<file path="config.mk">
export PLATFORM = sky130hd
export DESIGN_NAME = demux7_deserializer_flat
export DESIGN_NICKNAME = d
export VERILOG_FILES = /design/src/rtl/demux7_deserializer_if.sv /design/src/rtl/demux7_deserializer.sv /design/src/flat_wrapper.sv
export SDC_FILE = /design/constraint.sdc
export NUM_CORES = 1
export LEC_CHECK = 0
export CAP_MARGIN = 20
export CORE_MARGIN = 5
export CORE_UTILIZATION = 51
export CTS_CLUSTER_SIZE = 16
export DETAILED_ROUTE_END_ITERATION = 10
export PLACE_DENSITY = 0.89
export SLEW_MARGIN = 20
export SYNTH_ARGS = -nofsm -noshare
export SYNTH_HDL_FRONTEND = slang
export SYNTH_SLANG_ARGS = --single-unit
</file>
<file path="constraint.sdc">
create_clock -name clock -period 2.6 [get_ports clock]
set_input_delay 0.52 -clock clock [delete_from_list [all_inputs] [get_ports clock]]
set_output_delay 0.52 -clock clock [all_outputs]
set_load 0.01 [all_outputs]
</file>
<file path="src/rtl/demux7_deserializer_if.sv">
// Serial-in / parallel-out bus for the lane deserializer.
// The master drives the serial stream and the slave presents the assembled words.
interface demux7_deserializer_if #(
  parameter int WIDTH = 7,
  parameter int SEL_W = 3
);
  logic             bit_in;
  logic             bit_valid;
  logic             frame_start;
  logic [WIDTH-1:0] word_out;
  logic             word_valid;
  logic [SEL_W-1:0] lane_sel;
  logic             busy;
  logic             frame_abort;

  modport master (
    output bit_in, bit_valid, frame_start,
    input  word_out, word_valid, lane_sel, busy, frame_abort
  );

  modport slave (
    input  bit_in, bit_valid, frame_start,
    output word_out, word_valid, lane_sel, busy, frame_abort
  );
endinterface

</file>
<file path="src/rtl/demux7_deserializer.sv">
// Serial-to-parallel lane deserializer. Each accepted bit is steered into the
// lane picked by a lane counter, using the same index encoding as a mux select.
// When the last lane is written, the whole word is published with a one-cycle
// valid pulse. A frame_start in mid-frame discards the partial word and flags it.
module demux7_deserializer #(
  parameter int WIDTH = 7,
  parameter int SEL_W = 3
) (
  input  logic                   clock,
  input  logic                   reset,
  demux7_deserializer_if.slave   bus
);

  typedef enum logic {
    IDLE  = 1'b0,
    SHIFT = 1'b1
  } state_t;

  localparam logic [SEL_W-1:0] LAST_LANE = SEL_W'(WIDTH - 1);

  state_t           state,       state_nxt;
  logic [WIDTH-1:0] partial,     partial_nxt;
  logic [SEL_W-1:0] lane_sel,    lane_sel_nxt;
  logic [WIDTH-1:0] word_out,    word_out_nxt;
  logic             word_valid,  word_valid_nxt;
  logic             frame_abort, frame_abort_nxt;

  // Next-state and next-output logic for the frame assembler.
  always_comb begin
    // NOTE: every signal assigned here gets a default first, so no path
    // leaves one unassigned and no latch is inferred.
    state_nxt       = state;
    partial_nxt     = partial;
    lane_sel_nxt    = lane_sel;
    word_out_nxt    = word_out;
    word_valid_nxt  = 1'b0;
    frame_abort_nxt = 1'b0;

    if (bus.frame_start) begin
      // A new frame always starts at lane 0; in SHIFT it also throws away
      // the partial word, taking priority even over a completing bit.
      frame_abort_nxt = (state == SHIFT);
      state_nxt       = SHIFT;
      partial_nxt     = '0;
      if (bus.bit_valid) begin
        partial_nxt[0] = bus.bit_in;
        lane_sel_nxt   = SEL_W'(1);
      end else begin
        lane_sel_nxt   = '0;
      end
    end else if (state == SHIFT && bus.bit_valid) begin
      if (lane_sel == LAST_LANE) begin
        word_out_nxt   = {bus.bit_in, partial[WIDTH-2:0]};
        word_valid_nxt = 1'b1;
        lane_sel_nxt   = '0;
        partial_nxt    = '0;
        state_nxt      = IDLE;
      end else begin
        partial_nxt[lane_sel] = bus.bit_in;
        lane_sel_nxt          = lane_sel + SEL_W'(1);
      end
    end
    // In IDLE, stray bits without frame_start are ignored; in SHIFT, a cycle
    // without bit_valid holds everything, so gaps may be any length.
  end

  // State and output registers; reset overrides every other input.
  always_ff @(posedge clock) begin
    // NOTE: sequential state uses non-blocking assignments so every register
    // samples the values from before this edge.
    if (reset) begin
      state       <= IDLE;
      partial     <= '0;
      lane_sel    <= '0;
      word_out    <= '0;
      word_valid  <= 1'b0;
      frame_abort <= 1'b0;
    end else begin
      state       <= state_nxt;
      partial     <= partial_nxt;
      lane_sel    <= lane_sel_nxt;
      word_out    <= word_out_nxt;
      word_valid  <= word_valid_nxt;
      frame_abort <= frame_abort_nxt;
    end
  end

  assign bus.word_out    = word_out;
  assign bus.word_valid  = word_valid;
  assign bus.lane_sel    = lane_sel;
  assign bus.busy        = (state == SHIFT);
  assign bus.frame_abort = frame_abort;

endmodule
</file>
<file path="src/flat_wrapper.sv">
// flat-port wrapper written by rule: the top's interface ports become plain ports
module demux7_deserializer_flat 
#(
  parameter int WIDTH = 7,
  parameter int SEL_W = 3
)
  (clock, reset, bus_bit_in, bus_bit_valid, bus_frame_start, bus_word_out, bus_word_valid, bus_lane_sel, bus_busy, bus_frame_abort);
  demux7_deserializer_if #(.WIDTH(WIDTH), .SEL_W(SEL_W)) bus_i ();
  input  logic clock;
  input  logic reset;
  input wire logic [$bits(bus_i.bit_in)-1:0] bus_bit_in;
  input wire logic [$bits(bus_i.bit_valid)-1:0] bus_bit_valid;
  input wire logic [$bits(bus_i.frame_start)-1:0] bus_frame_start;
  output wire logic [$bits(bus_i.word_out)-1:0] bus_word_out;
  output wire logic [$bits(bus_i.word_valid)-1:0] bus_word_valid;
  output wire logic [$bits(bus_i.lane_sel)-1:0] bus_lane_sel;
  output wire logic [$bits(bus_i.busy)-1:0] bus_busy;
  output wire logic [$bits(bus_i.frame_abort)-1:0] bus_frame_abort;
  assign bus_i.bit_in = bus_bit_in;
  assign bus_i.bit_valid = bus_bit_valid;
  assign bus_i.frame_start = bus_frame_start;
  assign bus_word_out = bus_i.word_out;
  assign bus_word_valid = bus_i.word_valid;
  assign bus_lane_sel = bus_i.lane_sel;
  assign bus_busy = bus_i.busy;
  assign bus_frame_abort = bus_i.frame_abort;
  demux7_deserializer #(.WIDTH(WIDTH), .SEL_W(SEL_W)) u_core (.clock(clock), .reset(reset), .bus(bus_i));
endmodule
</file>
==> flow_summary_export.csv, run 1 <==
group,metric,value,unit
detailed_routing,drt-wirelength-per-cell,13.5,µm
cts,postCtsResizedCells,0,
die,design.die.area,2550,µm²
timing,actual_slew_at_the_worst_max_slew_pin,0.492,ns
placed_design,place.detailed.hpwl,1.24,mm
power,vdd.ir_drop.worst,0.000364,V
timing,layout_worst_path_cycle_share,0.806,
placed_design,gp_congestion,0.801,
timing,max_freq,477,MHz
logic_synthesis,total_standard_cell_area_after_synthesis,835,µm²
logic_synthesis,synth_seq_area_share,0.456,
power,power.switching_fraction,0.237,
cts,clock_tree.root_cell,"sky130_fd_sc_hd__clkbuf_4",
detailed_routing,via_count,694,
logic_synthesis,postSynthCellCount,97,
cts,clock-sinks,19,
cells_and_area,layout-drive-gt1-share,0.0811,
logic_synthesis,avgSynthCellArea,8.60,µm²
logic_synthesis,synth.ff_latch_count,19,
setup_path,arrival,1.58,ns
logic_synthesis,yosys_warnings,0,
setup_path,max_stage_delay,0.64,ns
die,rows,14,
cts,cts_buffers,3,
setup_path,worst_r2r_endpoint,"u_core.bus.word_out[1]",
power,static-leakage-power,0.409,nW
detailed_routing,drt.antenna.violating_nets,0,
global_route,grtUsageTotal,0.150,
global_route,grt_max_degree,15,
die,core_region_area,1520,µm²
placed_design,pre_cts_ws,0.421,ns
timing,final-setup-viol-count,0,
setup_path,cp_max_delay_cell,"sky130_fd_sc_hd__dfxtp_1",
worst_hold_path,hp-class,"register to register",
setup_path,setup.reg_to_reg.worst_slack,0.83,ns
cells_and_area,finish.net_count,117,
global_route,via_count_of_the_first_global_routing_pass,646,
timing,totalNegativeSetupSlack,0,ns
timing,timing.final.ws_setup,0.503,ns
power,sequentialPowerShare,0.614,
power,pwr-share-comb,0.083,
detailed_routing,detail_route.vias_per_cell,5.46,
cts,path_clk_slew,0.10,ns
timing,final-hold-violation-count,0,
cts,htree_num_levels,1,
detailed_routing,drc,0,
cts,clock_insertion_delay_worst_skew,0.30,ns
detailed_routing,drt-initial-drc-count,8,
setup_path,crit_required,2.08,ns
detailed_routing,drt-total-wl,1.71,mm
setup_path,rr_worst_depth,4,
die,ioPinCount,18,
setup_path,critical_path_buf_inv_count,1,
power,power.density_cell_area,485,nW/µm²
worst_hold_path,whs_endpoint,"u_core.partial[1]",
setup_path,crit_path_cell_trace,"clkdlybuf4s50_1",
cells_and_area,synthToLayoutAreaGrowth,21.0,%
cells_and_area,insertedDiodeCount,0,
setup_path,worstReg2RegStart,"u_core.bus.lane_sel[2]",
setup_path,startpoint_type,"register",
power,p_sw,0.116,mW
timing,worst_slew_margin_rel,0.671,
detailed_routing,drt_pre_antenna_iters,4,
cts,clock_tree_from_tritoncts,"built",
global_route,antenna_found_initial,0,
setup_path,worstSetupEndpointType,"output pin",
logic_synthesis,syn_nets,102,
cts,ctsHoldBuffers,0,
job,drv_cap,0,
worst_hold_path,min_delay_path_depth,2,
global_route,grt_pass1_wl,2.93,mm
global_route,globalRoute.totalOverflow,0,
run_status,run_status,"completed",
cts,postCtsSetupRepairBufs,0,
cts,max-clock-path-buffers,2,
setup_path,type_of_the_worst_setup_path,"register to output pin",
die,floorplan.die.width,50.5,µm
setup_path,worstPathMaxFanout,14,
logic_synthesis,synthDistinctLibCells,27,
power,power.share.clock,0.302,
timing,period_minus_slack,2.10,ns
placed_design,place.port_buffers,17,
die,floorplan.die.height,50.5,µm
timing,rsz0062_at_grt,"false",
power,p_int,0.374,mW
cells_and_area,final.fill_count,126,
setup_path,critPathTopFamily,"flip-flops",
die,start_util,0.548,
worst_hold_path,timing.hold.worst.start,"u_core.partial[1]",
timing,final_max_slew_viol_count,0,
timing,finClkSkew,0.00347,ns
==> kinds of logic (layout without fill, tap and decap cells) <==
| kind of cell | Yosys count | count (layout) | synth area share |
|---|---|---|---|
| AO/OA/AOI/OAI | 16 | 16 | 0.106 |
| XOR/XNOR | 2 | 2 | 0.0210 |
| buffers and inverters | 10 | 24 | 0.0630 |
| flip-flops | 19 | 19 | 0.456 |
| multiplexers | 9 | 9 | 0.109 |
| AND/OR/NAND/NOR | 41 | 41 | 0.244 |
==> cell type report <==
cell class	instances	area, µm²	share of cell area
Clock buffer	4	26.3	0.0260
Inverter	3	11.3	0.0112
Multi-Input combinational cell	68	402	0.398
Sequential cell	19	380	0.377
Tap cell	16	20.0	0.0198
Timing Repair Buffer	17	170	0.169
==> worst max-delay path by stage <==
stage	start	endpoint	slack, ns	cells after the start
2_1_floorplan	bus_bit_valid	u_core.bus.word_out[0]	1.20	5
3_3_place_gp	bus_bit_valid	u_core.bus.word_out[3]	0.47	5
3_5_place_dp	bus_bit_valid	u_core.bus.word_out[0]	0.42	5
4_1_cts	u_core.bus.lane_sel[2]	bus_lane_sel[2]	0.50	1
5_1_grt	u_core.bus.lane_sel[2]	bus_lane_sel[2]	0.41	1
6_report	u_core.bus.lane_sel[2]	bus_lane_sel[2]	0.50	1
==> cell usage after synthesis <==
master	instances	share of area
sky130_fd_sc_hd__a21boi_1	1	0.0090
sky130_fd_sc_hd__a21oi_1	6	0.036
sky130_fd_sc_hd__a2bb2oi_1	1	0.010
sky130_fd_sc_hd__a31oi_1	2	0.015
sky130_fd_sc_hd__and2_2	1	0.0090
sky130_fd_sc_hd__and3_2	1	0.0090
sky130_fd_sc_hd__buf_2	3	0.018
sky130_fd_sc_hd__buf_4	1	0.0090
sky130_fd_sc_hd__buf_6	1	0.013
sky130_fd_sc_hd__clkbuf_1	2	0.0090
sky130_fd_sc_hd__dfxtp_1	19	0.46
sky130_fd_sc_hd__inv_1	3	0.013
sky130_fd_sc_hd__mux2_2	1	0.013
sky130_fd_sc_hd__mux2i_1	8	0.096
sky130_fd_sc_hd__nand2_1	6	0.027
sky130_fd_sc_hd__nand2b_1	2	0.015
sky130_fd_sc_hd__nand3_1	4	0.024
sky130_fd_sc_hd__nand3_2	1	0.012
sky130_fd_sc_hd__nand4_1	3	0.022
sky130_fd_sc_hd__nor2_1	16	0.072
sky130_fd_sc_hd__nor3_1	1	0.0060
sky130_fd_sc_hd__o21ai_0	6	0.036
sky130_fd_sc_hd__or2_2	2	0.015
sky130_fd_sc_hd__or3_1	2	0.015
sky130_fd_sc_hd__or4_1	2	0.018
sky130_fd_sc_hd__xnor2_1	1	0.010
sky130_fd_sc_hd__xor2_1	1	0.010
==> per-stage QoR <==
step	cells	power [mW]	hold WS [ns]	util	instance area, µm²
finish	127	0.490	0.485	0.663	1010
global route	127	0.523	0.512	0.663	1010
CTS	127	0.497	0.488	0.663	1010
detailed placement	123	0.348	0.473	0.645	983
global placement	123	0.347	0.464	0.645	983
floorplan	97	0.330	0.449	-	835
==> cell usage in the layout, fill, tap and decap left out, types with 2 or more instances in the layout <==
cell,count
sky130_fd_sc_hd__or4_1,2
sky130_fd_sc_hd__nand2b_1,2
sky130_fd_sc_hd__nand2_1,6
sky130_fd_sc_hd__mux2i_1,8
sky130_fd_sc_hd__clkbuf_4,3
sky130_fd_sc_hd__a21oi_1,6
sky130_fd_sc_hd__or2_2,2
sky130_fd_sc_hd__nand4_1,3
sky130_fd_sc_hd__a31oi_1,2
sky130_fd_sc_hd__o21ai_0,6
sky130_fd_sc_hd__inv_1,3
sky130_fd_sc_hd__or3_1,2
sky130_fd_sc_hd__nor2_1,16
sky130_fd_sc_hd__clkdlybuf4s50_1,17
sky130_fd_sc_hd__dfxtp_1,19
sky130_fd_sc_hd__nand3_1,4
==> registers in the layout, indices dropped and copies added (netlist names) <==
name and flops:
u_core.bus.word_out 7, u_core.partial 6, u_core.bus.lane_sel 3, u_core.bus.busy 1, u_core.bus.frame_abort 1, u_core.bus.word_valid 1
==> routing by layer <==
metal	up-vias	share of wire	wire length [µm]	GRT usage
li1	360	-	-	-
met1	311	0.43	741	0.201
met2	18	0.48	817	0.213
met3	5	0.053	91	0.0207
met4	0	0.035	59	0.115
met5	-	0	0	0
==> power groups by stage <==
stage          sequential [mW]  clock, mW  combinational, mW
4_1_cts                  0.301      0.156             0.0409
6_report                 0.301      0.148             0.0409
3_3_place_gp             0.307          0             0.0400
2_1_floorplan            0.305          0             0.0246
5_1_grt                  0.303      0.175             0.0446
3_5_place_dp             0.308          0             0.0408
Note: power is estimated with default switching activity, not from simulation.
==> inputs of run 2 (changes only) <==
- CORE_UTILIZATION: 51 -> 43
- PLACE_DENSITY: 0.89 -> 0.81
- clock period: 2.6 -> 1.8 ns (I/O delays scaled with it)
==> flow_summary_export.csv, run 2 (synthesized netlist as in run 1, its figures left out) <==
group,metric,value,unit
timing,final_max_slew_viol_count,0,
cells_and_area,layout_commonest_cell,"sky130_fd_sc_hd__dfxtp_1",
cts,max-clock-path-buffers,2,
timing,hold-worst-slack,0.486,ns
cells_and_area,layout-drive-gt1-share,0.187,
setup_path,critical_path_depth,1,
global_route,grt_pass1_wl,3.13,mm
detailed_routing,detail_route.vias_per_cell,4.91,
cells_and_area,fin_cells,150,
cts,clock_tree_from_tritoncts,"built",
global_route,grtUsageTotal,0.150,
setup_path,cp_max_delay_cell,"sky130_fd_sc_hd__clkdlybuf4s50_1",
cts,clock_tree.root_cell,"sky130_fd_sc_hd__clkbuf_4",
global_route,via_count_of_the_first_global_routing_pass,733,
timing,worst_slew_margin_rel,0.831,
power,static-leakage-power,0.473,nW
setup_path,arrival,1.36,ns
placed_design,place.detailed.hpwl,1.44,mm
timing,final-setup-viol-count,0,
setup_path,worstPathMaxFanout,7,
cts,clock_insertion_delay_worst_skew,0.29,ns
detailed_routing,drt.antenna.violating_nets,0,
run_status,run_status,"completed",
cells_and_area,top_flop_regs,"u_core.bus.word_out x7, u_core.partial x6, u_core.bus.lane_sel x3",
setup_path,startpoint_type,"register",
cts,cts_buffers,3,
detailed_routing,drt-total-wl,1.85,mm
die,start_util,0.439,
placed_design,gp_congestion,0.845,
cells_and_area,area.sequential,382,µm²
setup_path,max_stage_delay,0.59,ns
timing,actual_slew_at_the_worst_max_slew_pin,0.254,ns
cells_and_area,insertedDiodeCount,0,
detailed_routing,via_count,736,
cells_and_area,final.fill_count,184,
timing,finClkSkew,0.000736,ns
cts,htree_num_levels,1,
cells_and_area,synthToLayoutAreaGrowth,35.2,%
cells_and_area,final_core_utilization,0.593,
setup_path,type_of_the_worst_setup_path,"register to output pin",
power,power.density_cell_area,640,nW/µm²
setup_path,crit_path_cell_trace,"clkdlybuf4s50_1",
cells_and_area,regMostFlops,"u_core.bus.word_out",
setup_path,critical_path_buf_inv_count,1,
power,vdd.ir_drop.worst,0.000555,V
detailed_routing,drc,0,
detailed_routing,drt-initial-drc-count,24,
setup_path,rr_worst_depth,5,
global_route,globalRoute.totalOverflow,0,
setup_path,crit_required,1.44,ns
cells_and_area,largest_register_ff_count,7,
cells_and_area,multiInputGateArea,402,µm²
cells_and_area,finish.net_count,129,
die,floorplan.die.height,54.1,µm
global_route,antenna_found_initial,0,
placed_design,place.port_buffers,17,
timing,layout_worst_path_cycle_share,0.953,
placed_design,pre_cts_ws,-0.0289,ns
die,design.die.area,2920,µm²
die,core_region_area,1900,µm²
timing,max_freq,583,MHz
timing,timing.final.ws_setup,0.0841,ns
detailed_routing,drt_pre_antenna_iters,4,
timing,period_minus_slack,1.72,ns
setup_path,critPathTopFamily,"buffers and inverters",
die,rows,16,
cts,clock-sinks,19,
timing,rsz0062_at_grt,"false",
global_route,grt_max_degree,13,
timing,final-hold-violation-count,0,
detailed_routing,drt-wirelength-per-cell,12.3,µm
die,ioPinCount,18,
die,floorplan.die.width,54.1,µm
cells_and_area,final_cell_mix,"18 x sky130_fd_sc_hd__dfxtp_1, 17 x sky130_fd_sc_hd__clkdlybuf4s50_1, 16 x sky130_fd_sc_hd__nor2_1, 11 x sky130_fd_sc_hd__buf_4, 8 x sky130_fd_sc_hd__mux2i_1",
worst_hold_path,min_delay_path_depth,2,
setup_path,worstSetupEndpointType,"output pin",
placed_design,dp.cells,146,
cts,path_clk_slew,0.10,ns
worst_hold_path,hp-class,"register to register",
job,drv_cap,0,
-- run 2: worst paths after layout --
path / startpoint / end / slack, ns
setup reg to reg: u_core.bus.busy / u_core.bus.word_out[0] / 0.36
hold / removal: u_core.partial[2] / u_core.partial[2] / 0.49
hold reg to reg: u_core.partial[2] / u_core.partial[2] / 0.49
setup / recovery: u_core.bus.busy / bus_busy / 0.08
-- run 2: what timing repair did --
item,4_1_cts,5_1_grt
endpoints found under the setup margin,0,1
hold buffers,0,0
buffers inserted,0,0
endpoints found under the hold margin,0,0
gates resized for setup,0,1
-- run 2: stage by stage --
stage	setup TNS, ns	total power [mW]	instance area [µm²]
floorplan	0	0.477	835
global placement	0	0.520	1100
detailed placement	-0.0592	0.522	1100
CTS	0	0.732	1130
global route	0	0.762	1130
finish	0	0.723	1130
-- run 2: per-layer routing --
metal / part of all wire / up-vias / wire length (µm) / global-route usage
met4: 0.015 / 0 / 27 / 0.0622
met1: 0.45 / 325 / 833 / 0.177
met3: 0.045 / 2 / 83 / 0.0416
met2: 0.49 / 23 / 901 / 0.252
met5: 0 / - / 0 / 0
li1: - / 386 / - / -
-- run 2: report_power, final --
part / leakage [nW] / internal [mW] / switching [mW] / total [mW]
combinational: 0.301 / 0.0429 / 0.0387 / 0.0816
sequential: 0.154 / 0.426 / 0.00546 / 0.431
clock: 0.0177 / 0.0827 / 0.127 / 0.210
total: 0.473 / 0.551 / 0.172 / 0.723
-- run 2: final cells by class --
cell class              instances  share of cell area
clock buffers                   3              0.0200
flip-flops and latches         19               0.338
well taps                      27              0.0299
inverters                       3             0.00998
clock inverters                 1             0.00443
multi-input cells              68               0.356
repair buffers                 29               0.242
-- run 2: tightest hold or removal path, cell delays in order, from the launching register on --
cell                      delay (ns)
sky130_fd_sc_hd__dfxtp_1        0.33
sky130_fd_sc_hd__o21ai_0        0.06
sky130_fd_sc_hd__a21oi_1        0.06
==> inputs of run 3 (changes only) <==
- CAP_MARGIN: 20 -> default
==> results of run 3 <==
Same layout as run 2: the final DEF is identical, and so are final timing and power.
